**config.mk**
```make
export PLATFORM = sky130hd
export DESIGN_NAME = mem_arbiter_n
export DESIGN_NICKNAME = d
export VERILOG_FILES = /design/src/rtl/mem_arbiter_n.sv
export SDC_FILE = /design/constraint.sdc
export NUM_CORES = 1
export LEC_CHECK = 0
export CORE_MARGIN = 5
export CORE_UTILIZATION = 50
export DETAILED_ROUTE_END_ITERATION = 7
export PLACE_DENSITY = 0.85
export SETUP_SLACK_MARGIN = 0.4
export SLEW_MARGIN = 20
export SYNTH_ARGS = -nofsm -noshare
export SYNTH_HDL_FRONTEND = slang
export SYNTH_SLANG_ARGS = --single-unit
```
**constraint.sdc**
```tcl
create_clock -name clk_in -period 4.8 [get_ports clk_in]
set_input_delay 0.96 -clock clk_in [delete_from_list [all_inputs] [get_ports clk_in]]
set_output_delay 0.96 -clock clk_in [all_outputs]
set_load 0.02 [all_outputs]
```
**src/rtl/mem_arbiter_n.sv**
```systemverilog
// N-channel arbiter onto a single 8-bit external RAM bus: serialises 1/2/4/DATA_W-byte
// little-endian transfers with fixed-priority or round-robin grant, stall and read abort.
module mem_arbiter_n #(
  parameter int unsigned NCH    = 2,
  parameter int unsigned ADDR_W = 32,
  parameter int unsigned DATA_W = 32,
  parameter int unsigned RR     = 0
) (
  input  logic                    clk_in,
  input  logic                    rst_in,
  input  logic                    rdy_in,
  input  logic [NCH-1:0]          req_i,
  input  logic [NCH-1:0]          we_i,
  input  logic [2*NCH-1:0]        size_i,
  input  logic [ADDR_W*NCH-1:0]   addr_i,
  input  logic [DATA_W*NCH-1:0]   wdata_i,
  input  logic [NCH-1:0]          abort_i,
  output logic [NCH-1:0]          grant_o,
  output logic [NCH-1:0]          done_o,
  output logic [DATA_W-1:0]       rdata_o,
  output logic                    busy_o,
  input  logic [7:0]              mem_din,
  output logic [7:0]              mem_dout,
  output logic [ADDR_W-1:0]       mem_a,
  output logic                    mem_wr
);

  localparam int unsigned NB = DATA_W / 8;
  localparam int unsigned IW = $clog2(NB) + 1;
  localparam int unsigned CW = (NCH > 1) ? $clog2(NCH) : 1;

  typedef enum logic [1:0] {IDLE, XFER, DRAIN} state_t;

  state_t            state_q, state_d;
  logic [CW-1:0]     ch_q, ptr_q, win, ptr_next;
  logic              we_q;
  logic [ADDR_W-1:0] base_q;
  logic [DATA_W-1:0] wdata_q, buf_q, rdata_q, merged;
  logic [IW-1:0]     n_q, idx_q, pend_idx_q;
  logic              pend_q;
  logic              win_found, start, abort_hit;

  logic [ADDR_W-1:0] addr_a  [NCH];
  logic [DATA_W-1:0] wdata_a [NCH];
  logic [1:0]        size_a  [NCH];

  function automatic logic [IW-1:0] nbytes(input logic [1:0] s);
    int unsigned v;
    v = (s == 2'd3) ? NB : (32'd1 << s);
    if (v > NB) v = NB;
    return IW'(v);
  endfunction

  always_comb begin
    for (int unsigned c = 0; c < NCH; c++) begin
      addr_a[c]  = addr_i[c*ADDR_W +: ADDR_W];
      wdata_a[c] = wdata_i[c*DATA_W +: DATA_W];
      size_a[c]  = size_i[c*2 +: 2];
    end
  end

  // Round-robin scans upward from ptr_q with wrap; fixed priority scans from 0.
  always_comb begin
    int unsigned cand;
    win_found = 1'b0;
    win       = '0;
    cand      = 0;
    for (int unsigned k = 0; k < NCH; k++) begin
      cand = (RR != 0) ? ((32'(ptr_q) + k) % NCH) : k;
      if (!win_found && req_i[cand[CW-1:0]]) begin
        win_found = 1'b1;
        win       = cand[CW-1:0];
      end
    end
    ptr_next = (32'(win) + 1 == NCH) ? '0 : win + 1'b1;
  end

  assign start     = rdy_in && win_found;
  assign abort_hit = (state_q != IDLE) && abort_i[ch_q] && !we_q;
  assign merged    = buf_q | (DATA_W'(mem_din) << (8 * pend_idx_q));

  always_comb begin
    state_d  = state_q;
    grant_o  = '0;
    done_o   = '0;
    busy_o   = (state_q != IDLE);
    mem_a    = '0;
    mem_wr   = 1'b0;
    mem_dout = '0;
    rdata_o  = rdata_q;
    case (state_q)
      IDLE: begin
        if (start) state_d = XFER;
      end
      XFER: begin
        grant_o[ch_q] = 1'b1;
        mem_a         = base_q + ADDR_W'(idx_q);
        mem_wr        = we_q && rdy_in;
        if (we_q) mem_dout = wdata_q[8*idx_q +: 8];
        if (abort_hit)                                state_d = IDLE;
        else if (rdy_in && (idx_q == n_q - 1'b1))     state_d = DRAIN;
      end
      DRAIN: begin
        grant_o[ch_q] = 1'b1;
        state_d       = IDLE;
        if (!abort_hit) done_o[ch_q] = 1'b1;
        // Last read byte arrives this cycle, so present it combinationally with done_o.
        if (!we_q && !abort_hit) rdata_o = merged;
      end
      default: state_d = IDLE;
    endcase
  end

  always_ff @(posedge clk_in) begin
    if (rst_in) begin
      state_q    <= IDLE;
      ch_q       <= '0;
      ptr_q      <= '0;
      we_q       <= 1'b0;
      base_q     <= '0;
      wdata_q    <= '0;
      n_q        <= '0;
      idx_q      <= '0;
      pend_q     <= 1'b0;
      pend_idx_q <= '0;
      buf_q      <= '0;
      rdata_q    <= '0;
    end else begin
      state_q <= state_d;
      pend_q  <= 1'b0;
      if (pend_q) buf_q <= merged;
      case (state_q)
        IDLE: begin
          if (start) begin
            ch_q    <= win;
            we_q    <= we_i[win];
            base_q  <= addr_a[win];
            wdata_q <= wdata_a[win];
            n_q     <= nbytes(size_a[win]);
            idx_q   <= '0;
            buf_q   <= '0;
            if (RR != 0) ptr_q <= ptr_next;
          end
        end
        XFER: begin
          if (!abort_hit && rdy_in) begin
            idx_q      <= idx_q + 1'b1;
            pend_q     <= !we_q;
            pend_idx_q <= idx_q;
          end
        end
        DRAIN: begin
          if (!we_q && !abort_hit) rdata_q <= merged;
        end
        default: ;
      endcase
    end
  end

endmodule

```
==> metrics.txt, run 1 <==
# TYPE chip_impl_metric gauge
chip_impl_metric{name="vias_per_cell",unit=""} 5.64
chip_impl_info{name="critical_path_class",value="flip-flop to primary output"} 1
chip_impl_metric{name="setup_tns_final",unit="ns"} 0
chip_impl_metric{name="postSynthAreaPerCell",unit="sq um"} 8.58
chip_impl_metric{name="multiInputGateArea",unit="sq um"} 4140
chip_impl_metric{name="gpl.final_weighted_congestion",unit=""} 0.822
chip_impl_info{name="largest_family_of_logic_cells_by_synthesized_area",value="simple AND/OR/NAND/NOR gates"} 1
chip_impl_metric{name="synth_area",unit="sq um"} 7300
chip_impl_metric{name="ff_latch_area",unit="sq um"} 2840
chip_impl_info{name="most_common_library_cell_in_the_layout_ignoring_fill_and_taps",value="sky130_fd_sc_hd__clkdlybuf4s50_1"} 1
chip_impl_metric{name="ys_warn_count",unit=""} 0
chip_impl_metric{name="final_antenna_net_count",unit=""} 0
chip_impl_metric{name="hold_viol_final",unit=""} 0
chip_impl_metric{name="die_width",unit="um"} 131
chip_impl_metric{name="post_synth_fa_ha_maj_area_fraction",unit="%"} 1.82
chip_impl_metric{name="yosys-mux-area-fraction",unit="%"} 12.6
chip_impl_metric{name="drt-total-wl",unit="um"} 21000
chip_impl_info{name="slowest_stage",value="sky130_fd_sc_hd__clkdlybuf4s50_1"} 1
chip_impl_metric{name="pwr_density_cell",unit="nW/um^2"} 346
chip_impl_metric{name="finalHoldWorstSlack",unit="ns"} 0.475
chip_impl_metric{name="cts_made_buffers",unit=""} 17
chip_impl_metric{name="track_usage",unit="%"} 24.1
chip_impl_metric{name="io-pin-count",unit=""} 227
chip_impl_metric{name="layout.nets",unit=""} 1201
chip_impl_metric{name="detail_route.wirelength.met1",unit="um"} 8840
chip_impl_metric{name="postSynthCellCount",unit=""} 851
chip_impl_metric{name="required_time_at_the_worst_slack_endpoint",unit="ns"} 3.84
chip_impl_info{name="cts_tree",value="built"} 1
chip_impl_metric{name="fp.dieH",unit="um"} 131
chip_impl_metric{name="timing.critical_path.arrival",unit="ns"} 3.28
chip_impl_metric{name="design_power_total",unit="mW"} 3.52
chip_impl_info{name="mostFrequentLayoutCells",value="sky130_fd_sc_hd__clkdlybuf4s50_1 (225), sky130_fd_sc_hd__nor2_1 (151), sky130_fd_sc_hd__dfxtp_1 (142)"} 1
chip_impl_metric{name="critPathMaxStageDelay",unit="ns"} 0.70
chip_impl_metric{name="numClockSinks",unit=""} 142
chip_impl_metric{name="wire_length_of_the_first_global_routing_pass",unit="um"} 32600
chip_impl_metric{name="yosysUniqueCellTypes",unit=""} 55
chip_impl_metric{name="num_vias",unit=""} 6997
chip_impl_metric{name="final.period_utilization",unit="%"} 88.3
chip_impl_metric{name="cap_viol_max_count",unit=""} 0
chip_impl_info{name="dominantRegCellSynth",value="sky130_fd_sc_hd__dfxtp_1"} 1
chip_impl_metric{name="drc_errors",unit=""} 0
chip_impl_info{name="setup_repair_after_global_routing_missed_its_margin",value="no"} 1
chip_impl_info{name="cp_cell_sequence",value="inv_1, fa_1, and2b_4, o2111ai_1, o41ai_1, clkdlybuf4s50_1"} 1
chip_impl_metric{name="max_clock_freq",unit="MHz"} 236
chip_impl_metric{name="placement_rows",unit=""} 44
chip_impl_metric{name="coreArea",unit="sq um"} 14400
chip_impl_metric{name="first_global_vias",unit=""} 6516
chip_impl_metric{name="finalSetupViolations",unit=""} 0
chip_impl_metric{name="post_synth_xor_area_fraction",unit="%"} 1.39
chip_impl_metric{name="worst_setup_hold_path_clk_slew",unit="ns"} 0.06
chip_impl_metric{name="worstPathBufferInverterCount",unit=""} 2
chip_impl_metric{name="post_route_cells_drive_above_1_share",unit="%"} 6.54
chip_impl_metric{name="initialDrtViolationCount",unit=""} 457
chip_impl_metric{name="ctsLongestPathBuffers",unit=""} 2
chip_impl_metric{name="dp.cells",unit=""} 1206
chip_impl_metric{name="wl_met3",unit="um"} 1520
chip_impl_metric{name="finalCriticalPeriod",unit="ns"} 4.24
chip_impl_metric{name="synth-seq-cells",unit=""} 142
chip_impl_metric{name="post-place-ws",unit="ns"} 0.573
chip_impl_info{name="status",value="finished, final reports clean"} 1
chip_impl_metric{name="irDropWorstVdd",unit="V"} 0.000281
chip_impl_metric{name="syn_to_final_growth",unit="%"} 39.5
chip_impl_metric{name="clkLatencyLatePin",unit="ns"} 0.42
chip_impl_info{name="worst_path_dominant_cell_family",value="compound AO/OA/AOI/OAI gates"} 1
chip_impl_metric{name="pleak",unit="nW"} 3.52
chip_impl_metric{name="place.detailed.hpwl",unit="um"} 15300
chip_impl_metric{name="number_of_antenna_violations_at_the_first_check_in_global_routing",unit=""} 0
chip_impl_metric{name="die-area",unit="sq um"} 17100
chip_impl_metric{name="synth_compound_gate_area_share",unit="%"} 18.0
chip_impl_metric{name="avgRoutedWirePerCell",unit="um"} 16.9
chip_impl_metric{name="seq_area_frac_synth",unit="%"} 38.9
chip_impl_metric{name="synthesis.nets",unit=""} 1010
chip_impl_metric{name="fin_worst_skew",unit="ns"} 0.0104
chip_impl_metric{name="post_cts.resized_instances",unit=""} 0
chip_impl_metric{name="max_slew_margin",unit="%"} 30.2
chip_impl_metric{name="gr-total-overflow",unit=""} 0
chip_impl_metric{name="synth_enable_flop_cells",unit=""} 0
chip_impl_metric{name="count_of_pins_over_their_slew_limit",unit=""} 0
chip_impl_info{name="timing.hold.worst.class",value="flip-flop to flip-flop"} 1
chip_impl_info{name="worst_setup_path_start_kind",value="flip-flop"} 1
chip_impl_metric{name="post_cts_buffers",unit=""} 0
chip_impl_metric{name="initial_cell_density_of_the_core",unit="%"} 50.6
chip_impl_metric{name="holdBufCountCts",unit=""} 0
chip_impl_metric{name="worstMarginPinSlew",unit="ns"} 1.04
chip_impl_info{name="dr.max_layer_used",value="met4"} 1
chip_impl_info{name="setup.worst_path.end_class",value="primary output"} 1
chip_impl_metric{name="layout.cells.non_filler",unit=""} 1240
chip_impl_metric{name="async_reset_ff_share",unit="%"} 0
chip_impl_metric{name="cts-htree-levels",unit=""} 4
chip_impl_metric{name="firstDrtPassIters",unit=""} 4
chip_impl_metric{name="pin_count_of_the_biggest_net_entering_global_routing",unit=""} 99
chip_impl_metric{name="post_synth_and_or_nand_nor_area_fraction",unit="%"} 22.3
chip_impl_metric{name="worstPathMaxFanout",unit=""} 8
chip_impl_metric{name="port_buffers",unit=""} 226
chip_impl_metric{name="worst_slack",unit="ns"} 0.564
chip_impl_metric{name="nFillCells",unit=""} 1125
chip_impl_info{name="cts_root_buf",value="sky130_fd_sc_hd__clkbuf_16"} 1
chip_impl_metric{name="route.met2.wl",unit="um"} 10300
[report_power, final]
| part | total, mW | switching, mW | internal, mW |
|---|---|---|---|
| clock network | 1.29 | 0.562 | 0.731 |
| registers | 1.41 | 0.111 | 1.30 |
| logic | 0.824 | 0.434 | 0.390 |
[state kept, by name (all words and copies together) (netlist names)]
name,cells
base_q,32
buf_q,32
ch_q,1
idx_q,3
n_q,3
pend_idx_q,3
pend_q,1
rdata_q,32
state_q,2
wdata_q,32
we_q,1
[per-stage QoR]
step                cell area [sq um]  util [%]
finish                          10200      70.6
global route                    10200      70.6
CTS                             10200      70.6
detailed placement               9600      66.6
global placement                 9600      66.6
floorplan                        7300         -
[path summary, 6_finish.rpt]
| path | startpoint | to | slack [ns] | cells after the start |
|---|---|---|---|---|
| worst min-delay path | buf_q[8] | buf_q[8] | 0.47 | 2 |
| worst max register to register | state_q[1] | idx_q[2] | 2.05 | 7 |
| worst min register to register | buf_q[8] | buf_q[8] | 0.47 | 2 |
| worst max-delay path | idx_q[1] | mem_a[28] | 0.56 | 6 |
[logic make-up after synthesis]
family,after synthesis
adder cells (fa/ha/maj),10
multiplexers,82
flip-flops,142
AO/OA/AOI/OAI,194
XOR/XNOR,10
AND/OR/NAND/NOR,333
buffers and inverters,80
[worst register-to-register path, cell delays in order, from the launching register on]
cell and delay [ns]:
sky130_fd_sc_hd__dfxtp_1 0.33, sky130_fd_sc_hd__inv_1 0.10, sky130_fd_sc_hd__ha_1 0.36, sky130_fd_sc_hd__buf_4 0.28
sky130_fd_sc_hd__clkinv_1 0.61, sky130_fd_sc_hd__nor3_1 0.67, sky130_fd_sc_hd__or4_1 0.20, sky130_fd_sc_hd__a21oi_1 0.06
[Yosys cell counts, types with 5 or more instances]
master | number | area [sq um]
sky130_fd_sc_hd__a211oi_1 | 100 | 751
sky130_fd_sc_hd__a21oi_1 | 52 | 260
sky130_fd_sc_hd__and3_1 | 7 | 43.8
sky130_fd_sc_hd__buf_1 | 10 | 37.5
sky130_fd_sc_hd__buf_2 | 7 | 35.0
sky130_fd_sc_hd__clkbuf_1 | 44 | 165
sky130_fd_sc_hd__dfxtp_1 | 142 | 2840
sky130_fd_sc_hd__ha_1 | 9 | 113
sky130_fd_sc_hd__inv_1 | 12 | 45.0
sky130_fd_sc_hd__mux2i_1 | 73 | 731
sky130_fd_sc_hd__mux4_2 | 8 | 180
sky130_fd_sc_hd__nand2_1 | 22 | 82.6
sky130_fd_sc_hd__nand2b_1 | 11 | 68.8
sky130_fd_sc_hd__nand3_1 | 8 | 40.0
sky130_fd_sc_hd__nor2_1 | 152 | 571
sky130_fd_sc_hd__nor2b_1 | 44 | 275
sky130_fd_sc_hd__nor3_1 | 42 | 210
sky130_fd_sc_hd__nor4_1 | 5 | 31.3
sky130_fd_sc_hd__o21ai_0 | 10 | 50.1
sky130_fd_sc_hd__o31ai_1 | 10 | 75.1
sky130_fd_sc_hd__o41ai_1 | 5 | 43.8
sky130_fd_sc_hd__or2_2 | 5 | 31.3
sky130_fd_sc_hd__or3_1 | 6 | 37.5
sky130_fd_sc_hd__or4_1 | 11 | 82.6
sky130_fd_sc_hd__xor2_1 | 5 | 43.8
[cell type report]
type	instances	area share, %
multi-input cells	630	40.6
flip-flops and latches	142	27.9
repair buffers	238	23.1
clock buffers	17	4.17
well taps	184	2.26
clock inverters	15	1.50
inverters	13	0.479
diodes	1	0.0246
[per-layer routing]
| metal | global-route usage (%) | vias up |
|---|---|---|
| met4 | 7.99 | 0 |
| met5 | 0 | - |
| met2 | 40.0 | 216 |
| li1 | - | 3487 |
| met1 | 30.5 | 3260 |
| met3 | 6.30 | 34 |
No activity file was read; power rests on OpenSTA's default activity.
==> run 2, diff against run 1 <==
--- a/config.mk
+++ b/config.mk
@@ -6,9 +6,9 @@
 export NUM_CORES = 1
 export LEC_CHECK = 0
 export CORE_MARGIN = 5
-export CORE_UTILIZATION = 50
+export CORE_UTILIZATION = 47
 export DETAILED_ROUTE_END_ITERATION = 7
-export PLACE_DENSITY = 0.85
+export PLACE_DENSITY = 0.81
 export SETUP_SLACK_MARGIN = 0.4
 export SLEW_MARGIN = 20
 export SYNTH_ARGS = -nofsm -noshare
==> constraint.sdc (replaced) <==
create_clock -name clk_in -period 4 [get_ports clk_in]
set_input_delay 0.8 -clock clk_in [delete_from_list [all_inputs] [get_ports clk_in]]
set_output_delay 0.8 -clock clk_in [all_outputs]
set_load 0.02 [all_outputs]
==> metrics.txt, run 2 (synthesized netlist as in run 1, its figures left out) <==
# TYPE chip_impl_metric gauge
chip_impl_info{name="status",value="finished, final reports clean"} 1
chip_impl_metric{name="gr-total-overflow",unit=""} 0
chip_impl_metric{name="r2r_cells",unit=""} 6
chip_impl_metric{name="avgRoutedWirePerCell",unit="um"} 17.5
chip_impl_metric{name="first_global_vias",unit=""} 6597
chip_impl_metric{name="ctsLongestPathBuffers",unit=""} 2
chip_impl_metric{name="io-pin-count",unit=""} 227
chip_impl_metric{name="firstDrtPassIters",unit=""} 5
chip_impl_metric{name="numClockSinks",unit=""} 142
chip_impl_metric{name="max_clock_freq",unit="MHz"} 282
chip_impl_metric{name="count_of_pins_over_their_slew_limit",unit=""} 0
chip_impl_metric{name="final.period_utilization",unit="%"} 88.7
chip_impl_metric{name="initialDrtViolationCount",unit=""} 456
chip_impl_metric{name="dp.cells",unit=""} 1212
chip_impl_metric{name="vias_per_cell",unit=""} 5.70
chip_impl_metric{name="port_buffers",unit=""} 226
chip_impl_metric{name="fin_util",unit="%"} 68.9
chip_impl_metric{name="setup_tns_final",unit="ns"} 0
chip_impl_metric{name="num_vias",unit=""} 7111
chip_impl_metric{name="required_time_at_the_worst_slack_endpoint",unit="ns"} 3.20
chip_impl_metric{name="critical_path_depth",unit=""} 8
chip_impl_metric{name="pleak",unit="nW"} 4.35
chip_impl_info{name="holdCritStartpoint",value="buf_q[3]"} 1
chip_impl_info{name="critical_path_class",value="input port to primary output"} 1
chip_impl_metric{name="layout.nets",unit=""} 1206
chip_impl_metric{name="diodes",unit=""} 0
chip_impl_info{name="cts_root_buf",value="sky130_fd_sc_hd__clkbuf_16"} 1
chip_impl_metric{name="finalSetupViolations",unit=""} 0
chip_impl_metric{name="cts_made_buffers",unit=""} 17
chip_impl_info{name="cp_cell_sequence",value="clkdlybuf4s50_1, mux2i_1, buf_4, o21ai_4, buf_6, a211oi_2, nor2_1, clkdlybuf4s50_1"} 1
chip_impl_metric{name="drt-total-wl",unit="um"} 21900
chip_impl_info{name="timing.hold.worst.class",value="flip-flop to flip-flop"} 1
chip_impl_metric{name="die-area",unit="sq um"} 18100
chip_impl_info{name="worst_path_dominant_cell_family",value="buffers and inverters"} 1
chip_impl_metric{name="drc_errors",unit=""} 0
chip_impl_metric{name="irDropWorstVdd",unit="V"} 0.000283
chip_impl_metric{name="place.detailed.hpwl",unit="um"} 15300
chip_impl_info{name="setup_repair_after_global_routing_missed_its_margin",value="yes"} 1
chip_impl_metric{name="critPathMaxStageDelay",unit="ns"} 0.60
chip_impl_info{name="worstHoldEndpoint",value="buf_q[3]"} 1
chip_impl_metric{name="clkLatencyLatePin",unit="ns"} 0.42
chip_impl_metric{name="worstPathBufferInverterCount",unit=""} 4
chip_impl_metric{name="hold_viol_final",unit=""} 0
chip_impl_metric{name="number_of_antenna_violations_at_the_first_check_in_global_routing",unit=""} 0
chip_impl_metric{name="fin_worst_skew",unit="ns"} 0.0143
chip_impl_metric{name="die_width",unit="um"} 135
chip_impl_metric{name="holdPathStages",unit=""} 2
chip_impl_metric{name="pwr_density_cell",unit="nW/um^2"} 404
chip_impl_info{name="most_common_library_cell_in_the_layout_ignoring_fill_and_taps",value="sky130_fd_sc_hd__clkdlybuf4s50_1"} 1
chip_impl_metric{name="initial_cell_density_of_the_core",unit="%"} 48.0
chip_impl_metric{name="gpl.final_weighted_congestion",unit=""} 0.826
chip_impl_metric{name="cap_viol_max_count",unit=""} 0
chip_impl_metric{name="pin_count_of_the_biggest_net_entering_global_routing",unit=""} 110
chip_impl_metric{name="r2r_slack",unit="ns"} 2.01
chip_impl_metric{name="final_antenna_net_count",unit=""} 0
chip_impl_info{name="slowest_stage",value="sky130_fd_sc_hd__clkdlybuf4s50_1"} 1
chip_impl_metric{name="cts-htree-levels",unit=""} 4
chip_impl_metric{name="worstPathMaxFanout",unit=""} 16
chip_impl_info{name="mostFrequentLayoutCells",value="sky130_fd_sc_hd__clkdlybuf4s50_1 (170), sky130_fd_sc_hd__nor2_1 (151), sky130_fd_sc_hd__dfxtp_1 (140)"} 1
chip_impl_metric{name="placement_rows",unit=""} 45
chip_impl_metric{name="track_usage",unit="%"} 22.6
chip_impl_info{name="cp_common_cell",value="sky130_fd_sc_hd__clkdlybuf4s50_1"} 1
chip_impl_metric{name="post_route_cells_drive_above_1_share",unit="%"} 10.1
chip_impl_metric{name="max_slew_margin",unit="%"} 37.3
chip_impl_metric{name="wire_length_of_the_first_global_routing_pass",unit="um"} 32900
chip_impl_metric{name="fp.dieH",unit="um"} 135
chip_impl_metric{name="timing.critical_path.arrival",unit="ns"} 2.75
chip_impl_info{name="setup.worst_path.end_class",value="primary output"} 1
chip_impl_metric{name="worstMarginPinSlew",unit="ns"} 0.933
chip_impl_info{name="worst_setup_path_start_kind",value="input port"} 1
chip_impl_info{name="cts_tree",value="built"} 1
chip_impl_metric{name="worst_setup_hold_path_clk_slew",unit="ns"} 0.06
chip_impl_info{name="reg2reg_to",value="pend_idx_q[1]"} 1
chip_impl_info{name="worst_r2r_startpoint",value="state_q[0]"} 1
chip_impl_metric{name="syn_to_final_growth",unit="%"} 43.4
chip_impl_metric{name="layout.cells.non_filler",unit=""} 1248
chip_impl_metric{name="coreArea",unit="sq um"} 15200
chip_impl_metric{name="finalCriticalPeriod",unit="ns"} 3.55
==> run 2: repair_timing <==
| item | CTS | global route |
|---|---|---|
| setup endpoints to repair | 34 | 54 |
| pin swaps | 0 | 3 |
| hold buffers | 0 | 0 |
| setup buffers | 0 | 1 |
| cloned | 0 | 3 |
| resized for setup | 34 | 73 |
==> run 2: tightest hold or removal path, cell delays in order (launching register included) <==
cell and delay, ns:
sky130_fd_sc_hd__dfxtp_1 0.33, sky130_fd_sc_hd__a21oi_1 0.04, sky130_fd_sc_hd__nor2_1 0.07
==> run 2: final cells by class <==
type / count / area, sq um
Timing Repair Buffer: 243 / 2480
Sequential cell: 142 / 2850
Clock inverter: 13 / 126
Multi-Input combinational cell: 630 / 4280
Clock buffer: 19 / 453
Inverter: 13 / 51.3
Tap cell: 188 / 235
Fill cell: 1237 / 4730
==> run 2: how the worst max path moves through the flow <==
stage,startpoint,to,slack (ns)
6_report,abort_i[1],rdata_o[23],0.45
5_1_grt,idx_q[0],mem_a[26],0.33
4_1_cts,base_q[0],mem_a[24],0.18
3_5_place_dp,idx_q[2],mem_a[21],0.36
3_3_place_gp,idx_q[2],mem_a[21],0.42
2_1_floorplan,idx_q[1],mem_a[30],0.63
==> run 2: report_power, final <==
part | total, mW | switching [mW] | internal [mW]
combinational | 0.997 | 0.531 | 0.466
sequential | 1.69 | 0.136 | 1.56
clock | 1.55 | 0.645 | 0.901
==> run 2: layer usage <==
metal  wire length [um]  GRT usage, %
met1               9200          27.9
met2              10900          38.5
met3               1420          5.44
met5                  0             0
met4                378          7.69
==> run 2: stage by stage <==
stage | cell area [sq um] | setup slack [ns] | hold slack [ns] | power (mW)
finish | 10500 | 0.451 | 0.467 | 4.24
global route | 10500 | 0.332 | 0.490 | 4.42
CTS | 10300 | 0.181 | 0.473 | 4.24
detailed placement | 9650 | 0.360 | 0.456 | 2.70
global placement | 9650 | 0.417 | 0.448 | 2.68
floorplan | 7300 | 0.625 | 0.438 | 2.30
